--- config.mk ---
export PLATFORM = sky130hd
export DESIGN_NAME = buff_fifo
export DESIGN_NICKNAME = d
export VERILOG_FILES = /design/src/rtl/buff_fifo.sv
export SDC_FILE = /design/constraint.sdc
export NUM_CORES = 1
export LEC_CHECK = 0
export CAP_MARGIN = 10
export CORE_MARGIN = 2
export CORE_UTILIZATION = 50
export CTS_CLUSTER_DIAMETER = 120
export DETAILED_ROUTE_END_ITERATION = 12
export GPL_TIMING_DRIVEN = 0
export PLACE_DENSITY = 0.8
export SYNTH_ARGS = -nofsm -noshare
export SYNTH_HDL_FRONTEND = slang
export SYNTH_SLANG_ARGS = --single-unit
--- constraint.sdc ---
create_clock -name clk -period 2.4 [get_ports clk]
set_input_delay 0.48 -clock clk [delete_from_list [all_inputs] [get_ports clk]]
set_output_delay 0.48 -clock clk [all_outputs]
set_load 0.02 [all_outputs]
--- src/rtl/buff_fifo.sv ---
// Valid/ready first-word-fall-through FIFO, DEPTH x WIDTH, single clock.
// Optional sticky overflow flag on port ovf when BUFF_OVF_EN is defined.
module buff_fifo #(
  parameter  int WIDTH  = 8,
  parameter  int DEPTH  = 4,
  localparam int ADDR_W = $clog2(DEPTH)
) (
  input  logic              clk,
  input  logic              rst,
  input  logic [WIDTH-1:0]  in_data,
  input  logic              in_valid,
  output logic              in_ready,
  output logic [WIDTH-1:0]  out_data,
  output logic              out_valid,
  input  logic              out_ready,
`ifdef BUFF_OVF_EN
  output logic [ADDR_W:0]   count,
  output logic              ovf
`else
  output logic [ADDR_W:0]   count
`endif
);

  localparam logic [ADDR_W:0] FULL_CNT = (ADDR_W+1)'(DEPTH);

  logic [DEPTH-1:0][WIDTH-1:0] mem;
  logic [ADDR_W-1:0]           wr_ptr, rd_ptr;
  logic                        push, pop;

  assign in_ready  = (count != FULL_CNT);
  assign out_valid = (count != '0);
  assign push      = in_valid & in_ready;
  assign pop       = out_valid & out_ready;
  // Masked so an empty buffer never exposes a stale word.
  assign out_data  = out_valid ? mem[rd_ptr] : '0;

  always_ff @(posedge clk) begin
    if (push) mem[wr_ptr] <= in_data;
  end

  always_ff @(posedge clk) begin
    if (rst) begin
      wr_ptr <= '0;
      rd_ptr <= '0;
      count  <= '0;
    end else begin
      if (push) wr_ptr <= wr_ptr + 1'b1;
      if (pop)  rd_ptr <= rd_ptr + 1'b1;
      unique case ({push, pop})
        2'b10:   count <= count + 1'b1;
        2'b01:   count <= count - 1'b1;
        default: count <= count;
      endcase
    end
  end

`ifdef BUFF_OVF_EN
  // Sticky: any offer refused while full, cleared only by reset.
  always_ff @(posedge clk) begin
    if (rst)                       ovf <= 1'b0;
    else if (in_valid && !in_ready) ovf <= 1'b1;
  end
`endif

endmodule

# Yosys cells after proc, flatten, opt, wreduce, memory -nomap -nowiden
# Index checks and enable logic that the tools add are counted.
[classes] n_addsub=4 n_eq_ne=3 order_cmp=3 reduce_logical=3 n_bitwise=2 mux=7
[ops] op="$bwmux W32" n=1
[ops] op="$mux W8" n=3
[ops] op="$bmux W8 S2" n=1
[ops] op="$demux W8 S2" n=1
[ops] op="$lt A2 B3 Y1 const B" n=2
[ops] op="$pmux W3 S2" n=1
[ops] op="$add A2 B1 Y2 const B" n=2
[ops] op="$add A3 B1 Y3 const B" n=1
[ops] op="$ne A3 B3 Y1 const B" n=1
[ops] op="$reduce_bool A3 Y1" n=1
[ops] op="$sub A3 B1 Y3 const B" n=1
[ops] op="$and A1 B1 Y1" n=2
[ops] op="$eq A2 B1 Y1 const B" n=1
[ops] op="$eq A2 B2 Y1 const B" n=1
[ops] op="$ge A2 B1 Y1 const B" n=1
[ops] op="$reduce_bool A2 Y1" n=1
[ops] op="$logic_and A1 B1 Y1" n=1
[word_totals] word_cells=29 output_inout_bits=13 ff_bits=39 in_bits=12

# Depth between registers and ports, before layout
# Gate-level depths: netlist of the first run.
[logic_depth] depth_word=5 mapped_depth=9 depth_no_buf=9

# Least setup slack after synthesis of the first run
# OpenSTA, ideal clock, no wires.
[synth_path] path_type="register -> register" startpoint="register count[0]" endpoint="register count[2]" t_arrival_ns=1.919 path_stages_with_launch=10 path_buffers=0 setup_ns=0.070 setup_slack_ns=0.411 path_cell_list="dfxtp_1 nor2_1 a21boi_2 inv_1 ha_1 inv_1 fa_1 xor2_1 or3_1 a21oi_1"
[synth_between] elab_chain_cells=4 word_cells_on_any_way=10
[synth_lines] element="from (decl)" line="20" source="output logic [ADDR_W:0] count"
[synth_lines] element="from (signal assigned)" line="50" source="2'b10: count <= count + 1'b1;"
[synth_lines] element="from (signal assigned)" line="51" source="2'b01: count <= count - 1'b1;"
[synth_lines] element="from (signal assigned)" line="52" source="default: count <= count;"
[synth_lines] element="$ne A3 B3 Y1 or $reduce_bool A3 Y1 (tied branches)" line="30, 31"
[synth_lines] element="$and A1 B1 Y1 (on tied branches)" line="32, 33"
[synth_lines] element="$eq A2 B1 Y1 or $eq A2 B2 Y1 (tied branches)" line="49" source="unique case ({push, pop})"
[synth_lines] element="$pmux W3 S2 or $reduce_bool A2 Y1 (tied branches)"
# Parallel ways exist; a longest one is shown, timed or not.
# A chain may end at the register's enable or synchronous reset.

# Worst setup path after layout of the first run
[layout_path] startpoint="register rd_ptr[0]" endpoint="output out_data[4]"
[layout_between] elab_chain_cells=3
[layout_lines] element="from (decl)" line="27" source="logic [ADDR_W-1:0] wr_ptr, rd_ptr;"
[layout_lines] element="from (signal assigned)" line="48" source="if (pop) rd_ptr <= rd_ptr + 1'b1;"
[layout_lines] element="$bmux W8 S2" line="35" source="assign out_data = out_valid ? mem[rd_ptr] : '0;"
[layout_lines] element="$mux W8 (implied by the code)" line="35"
[layout_lines] element="$mux W8" line="35"
[layout_lines] element="to (decl)" line="13" source="output logic [WIDTH-1:0] out_data,"
# Every way passes these cells. The select of a mux whose other input is x is not followed.

==> flow_metrics.env, run 1 <==
export IMPL_synth_xor_xnor_area_share_pct=1.57
export IMPL_synth_top_family_by_area="multiplexers"
export IMPL_grt_pass1_vias=950
export IMPL_die_h_um=61.8
export IMPL_gr_total_overflow=0
export IMPL_clock_skew_ns=0.00910
export IMPL_crit_required_ns=1.92
export IMPL_synth_enable_flop_cells=32
export IMPL_place_area_mm2=0.00196
export IMPL_worst_r2r_cell_count=9
export IMPL_yosys_area_share_simple_pct=9.21
export IMPL_port_buffers=23
export IMPL_final_core_util_pct=64.8
export IMPL_std_cell_rows=20
export IMPL_synthesis_nets=121
export IMPL_max_slew_margin_rel_pct=68.6
export IMPL_clock_tree_from_tritoncts="yes"
export IMPL_synth_top_cell_by_area="edfxtp_1"
export IMPL_starting_utilization_of_the_core_area_pct=53.4
export IMPL_setup_repair_after_global_routing_missed_its_margin="false"
export IMPL_timing_critical_path_buf_inv=2
export IMPL_hold_path_end="count[0]"
export IMPL_synth_top_cells_by_count="32 x edfxtp_1, 8 x inv_1, 8 x mux4_2"
export IMPL_yosys_cell_count_top_type="edfxtp_1"
export IMPL_worstSetupStartpointType="flop"
export IMPL_hold_path_class="primary input to flop"
export IMPL_vias_per_cell=5.07
export IMPL_path_class="flop to output pin"
export IMPL_yosys_register_bits=39
export IMPL_cts_buffers_inserted=5
export IMPL_timing_final_hold_violations=0
export IMPL_ir_drop_worst_case_vdd_v=0.000426
export IMPL_post_synth_fa_ha_maj_area_fraction_pct=4.94
export IMPL_worst_r2r_setup_slack_ns=0.31
export IMPL_final_antenna_diode_count=0
export IMPL_avgSynthCellArea_um2=16.2
export IMPL_final_fill_count=240
export IMPL_finalMaxSlewViolations=0
export IMPL_htree_num_levels=2
export IMPL_drc_errors=0
export IMPL_yosys_top_cells_area="edfxtp_1 58%, mux4_2 11%, dfxtp_1 8.4%"
export IMPL_grt_max_degree=12
export IMPL_synthDominantCellAreaShare_pct=57.5
export IMPL_nets=155
export IMPL_mappedNetlistArea_mm2=0.00167
export IMPL_dr_pass1_iters=4
export IMPL_worst_path_largest_cell_delay_ns=0.50
export IMPL_worst_slew_pin_slew_ns=0.471
export IMPL_final_setup_viol_count=0
export IMPL_wirelength_um=2810
export IMPL_synth_distinct_cells=26
export IMPL_fmaxAchievable_ghz=0.434
export IMPL_antenna_violations_before_repair=0
export IMPL_status="finished, final reports clean"
export IMPL_regToRegStartpoint="count[0]"
export IMPL_hold_depth=2
export IMPL_critical_path_top_delay_family="buffers and inverters"
export IMPL_post_detailed_route_count_of_antenna_violating_nets=0
export IMPL_post_route_min_period_ns=2.30
export IMPL_critical_path_data_arrival_time_ns=1.82
export IMPL_final_layout_size_suffix_gt1_share_pct=18.8
export IMPL_ys_warn_count=0
export IMPL_reg2reg_to="count[2]"
export IMPL_synthArstFlopShare_pct=0
export IMPL_final_area_mm2=0.00203
export IMPL_clock_insertion_delay_worst_skew_ns=0.34
export IMPL_synthToLayoutAreaGrowth_pct=21.3
export IMPL_post_synth_mux_area_share_pct=12.1
export IMPL_critical_path_max_fanout=10
export IMPL_die_area_mm2=0.00382
export IMPL_timing_critical_path_cells="buf_6 -> mux4_2 -> nor2b_1 -> dlygate4sd2_1"
export IMPL_wire_per_inst_um=15.4
export IMPL_layout_worst_path_cycle_share_pct=95.9
export IMPL_seq_area_frac_synth_pct=65.9
export IMPL_path_clk_slew_ns=0.10
export IMPL_tritoncts_num_sinks=39
export IMPL_synth_compound_area_share_pct=2.85
export IMPL_postSynthCellCount=103
export IMPL_grt_pass1_wl_um=4280
export IMPL_worst_setup_path_end_kind="output pin"
export IMPL_grt_total_usage_pct=17.0
export IMPL_clock_tree_root_cell="clkbuf_4"
export IMPL_cellPowerDensity_mw_per_mm2=1020
export IMPL_hpwl_um=1970
export IMPL_worst_path_max_delay_cell="mux4_2"
export IMPL_power_leakage_uw=0.000740
export IMPL_drtIter0Drc=16
export IMPL_clock_path_buffers=2
export IMPL_die_width_um=61.8
export IMPL_routed_vias=923
export IMPL_globalplace_congestion=0.660
export IMPL_floorplan_io_pins=25
export IMPL_drv_max_cap_violation_count=0
export IMPL_synth_flop_cell="edfxtp_1"
export IMPL_design_core_area_mm2=0.00313
export IMPL_min_delay_start="rst"
## flip-flops by register name, indices dropped and copies added (netlist names)
| register | cells |
|---|---|
| rd_ptr | 2 |
| wr_ptr | 2 |
| count | 3 |
| mem | 32 |
## what timing repair did
item,4_1_cts,5_1_grt
buffers inserted,0,4
endpoints found under the setup margin,8,1
resized for setup,8,1
hold buffers,0,0
## worst register-to-register path, stage by stage (launching register included)
cell	delay [ns]
dfxtp_1	0.39
nor2_1	0.21
a21boi_2	0.13
inv_1	0.08
ha_1	0.18
inv_1	0.06
fa_1	0.38
xor2_1	0.16
or3_1	0.30
a21oi_1	0.13
## cell type report
class | count | area [µm²] | share of cell area (%)
Tap cell | 44 | 55.1 | 2.72
Clock inverter | 1 | 5.00 | 0.247
Clock buffer | 7 | 45.0 | 2.22
Multi-Input combinational cell | 52 | 512 | 25.3
Buffer | 4 | 27.5 | 1.36
Sequential cell | 39 | 1100 | 54.4
Inverter | 8 | 30.0 | 1.48
Timing Repair Buffer | 27 | 250 | 12.4
## how the worst max path moves through the flow
stage,to,depth (start not counted),start,slack (ns)
final,out_data[4],4,rd_ptr[0],0.1
after global routing,out_data[4],4,rd_ptr[0],0.02
after global placement,count[2],9,in_valid,0.008
after detailed placement,count[2],9,out_ready,-0.06
after floorplan,count[2],9,count[0],0.41
after CTS,out_valid,4,count[2],0.02
## report_power, final
group | total, µW | internal (µW) | switching [µW]
clock network | 313 | 114 | 199
logic | 886 | 440 | 446
registers | 872 | 822 | 50.4
## placed cells by master, fill, tap and decap left out, drive strengths merged, types with 3 or more instances in the layout
cell type      netlist  layout
a21oi                3       3
ha                   5       5
xor2                 3       3
dlygate4sd2          0       8
buf                  3       8
clkdlybuf4s50        0      15
nor2                 7       7
clkbuf               1       7
nor2b                8       8
inv                  8       8
and2                 4       4
dfxtp                7       7
edfxtp              32      32
mux4                 8       8
## kinds of logic (layout without fill, tap and decap cells)
logic type / Yosys count / count (layout)
flip-flops: 39 / 39
AND/OR/NAND/NOR: 26 / 26
buffers and inverters: 12 / 47
multiplexers: 10 / 10
AO/OA/AOI/OAI: 7 / 7
adder cells (fa/ha/maj): 6 / 6
XOR/XNOR: 3 / 3
## through the flow
| step | hold slack (ns) | setup slack [ns] | power [µW] | setup TNS [ns] | cells |
|---|---|---|---|---|---|
| 2_1_floorplan | 0.482 | 0.411 | 1450 | 0 | 103 |
| 3_3_place_gp | 0.497 | 0.00777 | 1730 | 0 | 170 |
| 3_5_place_dp | 0.518 | -0.0556 | 1770 | -0.0556 | 170 |
| 4_1_cts | 0.484 | 0.0228 | 2020 | 0 | 178 |
| 5_1_grt | 0.523 | 0.0152 | 2190 | 0 | 182 |
| 6_report | 0.488 | 0.0984 | 2070 | 0 | 182 |
## per-layer routing
| layer | up-vias | routed length (µm) | global-route usage, % |
|---|---|---|---|
| met5 | - | 0 | 0 |
| met4 | 0 | 45 | 7.60 |
| met3 | 5 | 138 | 6.00 |
| met2 | 18 | 1510 | 30.2 |
| met1 | 458 | 1120 | 18.0 |
| li1 | 442 | - | - |
Note: power is estimated with default switching activity, not from simulation.
==> run 2: changes to the inputs <==
--- a/config.mk
+++ b/config.mk
@@ -6,7 +6,7 @@
 export NUM_CORES = 1
 export LEC_CHECK = 0
 export CAP_MARGIN = 10
-export CORE_MARGIN = 2
+export CORE_MARGIN = 3
 export CORE_UTILIZATION = 50
 export CTS_CLUSTER_DIAMETER = 120
 export DETAILED_ROUTE_END_ITERATION = 12
==> run 2 against run 1 <==
Compared with the run above:
- utilization is the same
- die area grew 6.6%
- count of clock-buffer cells in the layout is the same
- register-to-register slack lost 0.07 ns
- cell count shrank 1.1%
- highest routed layer unchanged
- combinational power shrank 2.4%
- cell area is the same
- clock skew shrank 0.0046 ns
- global-route usage shrank 1.1 points
- non-clock buffer count shrank 2
- first-iteration DRC count is the same
==> flow_metrics.env, run 2 (same netlist as run 1, synthesis figures left out) <==
export IMPL_clock_tree_root_cell="clkbuf_4"
export IMPL_crit_required_ns=1.92
export IMPL_clock_insertion_delay_worst_skew_ns=0.34
export IMPL_drc_errors=0
export IMPL_dr_pass1_iters=4
export IMPL_whs_ns=0.489
export IMPL_clock_tree_from_tritoncts="yes"
export IMPL_detailroute_wirelength_met3_um=120
export IMPL_worstSetupStartpointType="flop"
export IMPL_nets=153
export IMPL_routed_vias=913
export IMPL_registers_top_by_ff_count="mem"
export IMPL_wire_per_inst_um=15.4
export IMPL_hold_path_class="primary input to flop"
export IMPL_final_layout_size_suffix_gt1_share_pct=18.4
export IMPL_design_core_area_mm2=0.00313
export IMPL_timing_final_hold_violations=0
export IMPL_largest_reg_flops=32
export IMPL_post_route_min_period_ns=2.31
export IMPL_post_detailed_route_count_of_antenna_violating_nets=0
export IMPL_drtIter0Drc=16
export IMPL_grt_pass1_vias=948
export IMPL_worst_slew_pin_slew_ns=0.455
export IMPL_max_slew_margin_rel_pct=69.7
export IMPL_tritoncts_num_sinks=39
export IMPL_cts_buffers_inserted=5
export IMPL_vias_per_cell=5.07
export IMPL_std_cell_rows=20
export IMPL_floorplan_io_pins=25
export IMPL_status="finished, final reports clean"
export IMPL_clock_path_buffers=2
export IMPL_drv_max_cap_violation_count=0
export IMPL_grt_pass1_wl_um=4720
export IMPL_final_antenna_diode_count=0
export IMPL_totalNegativeSetupSlack_ns=0
export IMPL_critical_path_max_fanout=9
export IMPL_starting_utilization_of_the_core_area_pct=53.4
export IMPL_ir_drop_worst_case_vdd_v=0.000470
export IMPL_largest_registers="mem (32), count (3)"
export IMPL_gr_total_overflow=0
export IMPL_worst_setup_path_end_kind="output pin"
export IMPL_power_leakage_uw=0.000737
export IMPL_grt_total_usage_pct=15.9
export IMPL_antenna_violations_before_repair=0
export IMPL_cts_hold_repair_buffers=0
export IMPL_critical_path_data_arrival_time_ns=1.83
export IMPL_layout_worst_path_cycle_share_pct=96.1
export IMPL_layout_cells_most_common_list="32 x edfxtp_1, 15 x clkdlybuf4s50_1, 8 x inv_1, 8 x mux4_2, 8 x dlygate4sd2_1"
export IMPL_die_h_um=63.8
export IMPL_hpwl_um=1970
export IMPL_htree_num_levels=2
export IMPL_clock_skew_ns=0.00452
export IMPL_globalplace_congestion=0.684
export IMPL_die_area_mm2=0.00407
export IMPL_port_buffers=23
export IMPL_die_width_um=63.8
export IMPL_finalMaxSlewViolations=0
export IMPL_final_common_cell="edfxtp_1"
export IMPL_m1WireLength_um=1150
export IMPL_synthToLayoutAreaGrowth_pct=21.3
export IMPL_met2WireLength_um=1470
export IMPL_top_layer="met4"
export IMPL_grt_max_degree=12
export IMPL_final_setup_viol_count=0
export IMPL_cellPowerDensity_mw_per_mm2=1010
export IMPL_fmaxAchievable_ghz=0.434
export IMPL_path_class="flop to output pin"
export IMPL_path_clk_slew_ns=0.11
export IMPL_wirelength_um=2780
[run 2: critical path, cell delays in order, from the launching register on]
cell and delay (ns):
dfxtp_1 0.36, buf_8 0.16, mux4_2 0.52, nor2b_1 0.14, dlygate4sd2_1 0.31
[run 2: path summary, 6_finish.rpt]
check / startpoint / endpoint / slack, ns / cells after the start
worst min-delay path: rst / count[1] / 0.49 / 2
worst max-delay path: rd_ptr[0] / out_data[3] / 0.09 / 4
worst max register to register: count[0] / count[2] / 0.24 / 9
worst min register to register: wr_ptr[1] / wr_ptr[1] / 0.53 / 2
[run 2: final cells by class]
class	instances	area (µm²)
inverter	8	30.0
buffer	4	37.5
fill	241	1100
tap	44	55.1
clock buffer	7	45.0
timing repair buffer	25	235
sequential	39	1100
clock inverter	1	5.00
multi-input combinational	52	517
[run 2: timing repair]
| item | 4_1_cts | 5_1_grt |
|---|---|---|
| pin swaps | 0 | 0 |
| setup endpoints to repair | 9 | 2 |
| gates resized for setup | 9 | 2 |
| cloned | 0 | 0 |
| setup buffers | 0 | 2 |
[run 2: layer usage]
layer  global-route usage, %  vias to the layer above
met5                       0                        -
li1                        -                      434
met3                    5.98                        4
met4                    4.85                        0
met2                    26.6                       18
met1                    18.9                      457
[run 2: power by group]
group          switching (µW)  internal (µW)
clock network             199            114
logic                     441            424
registers                52.3            822
[run 2: per-stage QoR]
| stage | setup slack [ns] | power, µW | cells | instance area, µm² | utilization (%) |
|---|---|---|---|---|---|
| floorplan | 0.411 | 1450 | 103 | 1670 | - |
| global placement | 0.0203 | 1730 | 170 | 1960 | 62.5 |
| detailed placement | -0.103 | 1770 | 170 | 1960 | 62.5 |
| CTS | 0.0179 | 2030 | 178 | 2000 | 64.0 |
| global route | -0.00329 | 2180 | 180 | 2030 | 64.8 |
| finish | 0.0948 | 2050 | 180 | 2030 | 64.8 |
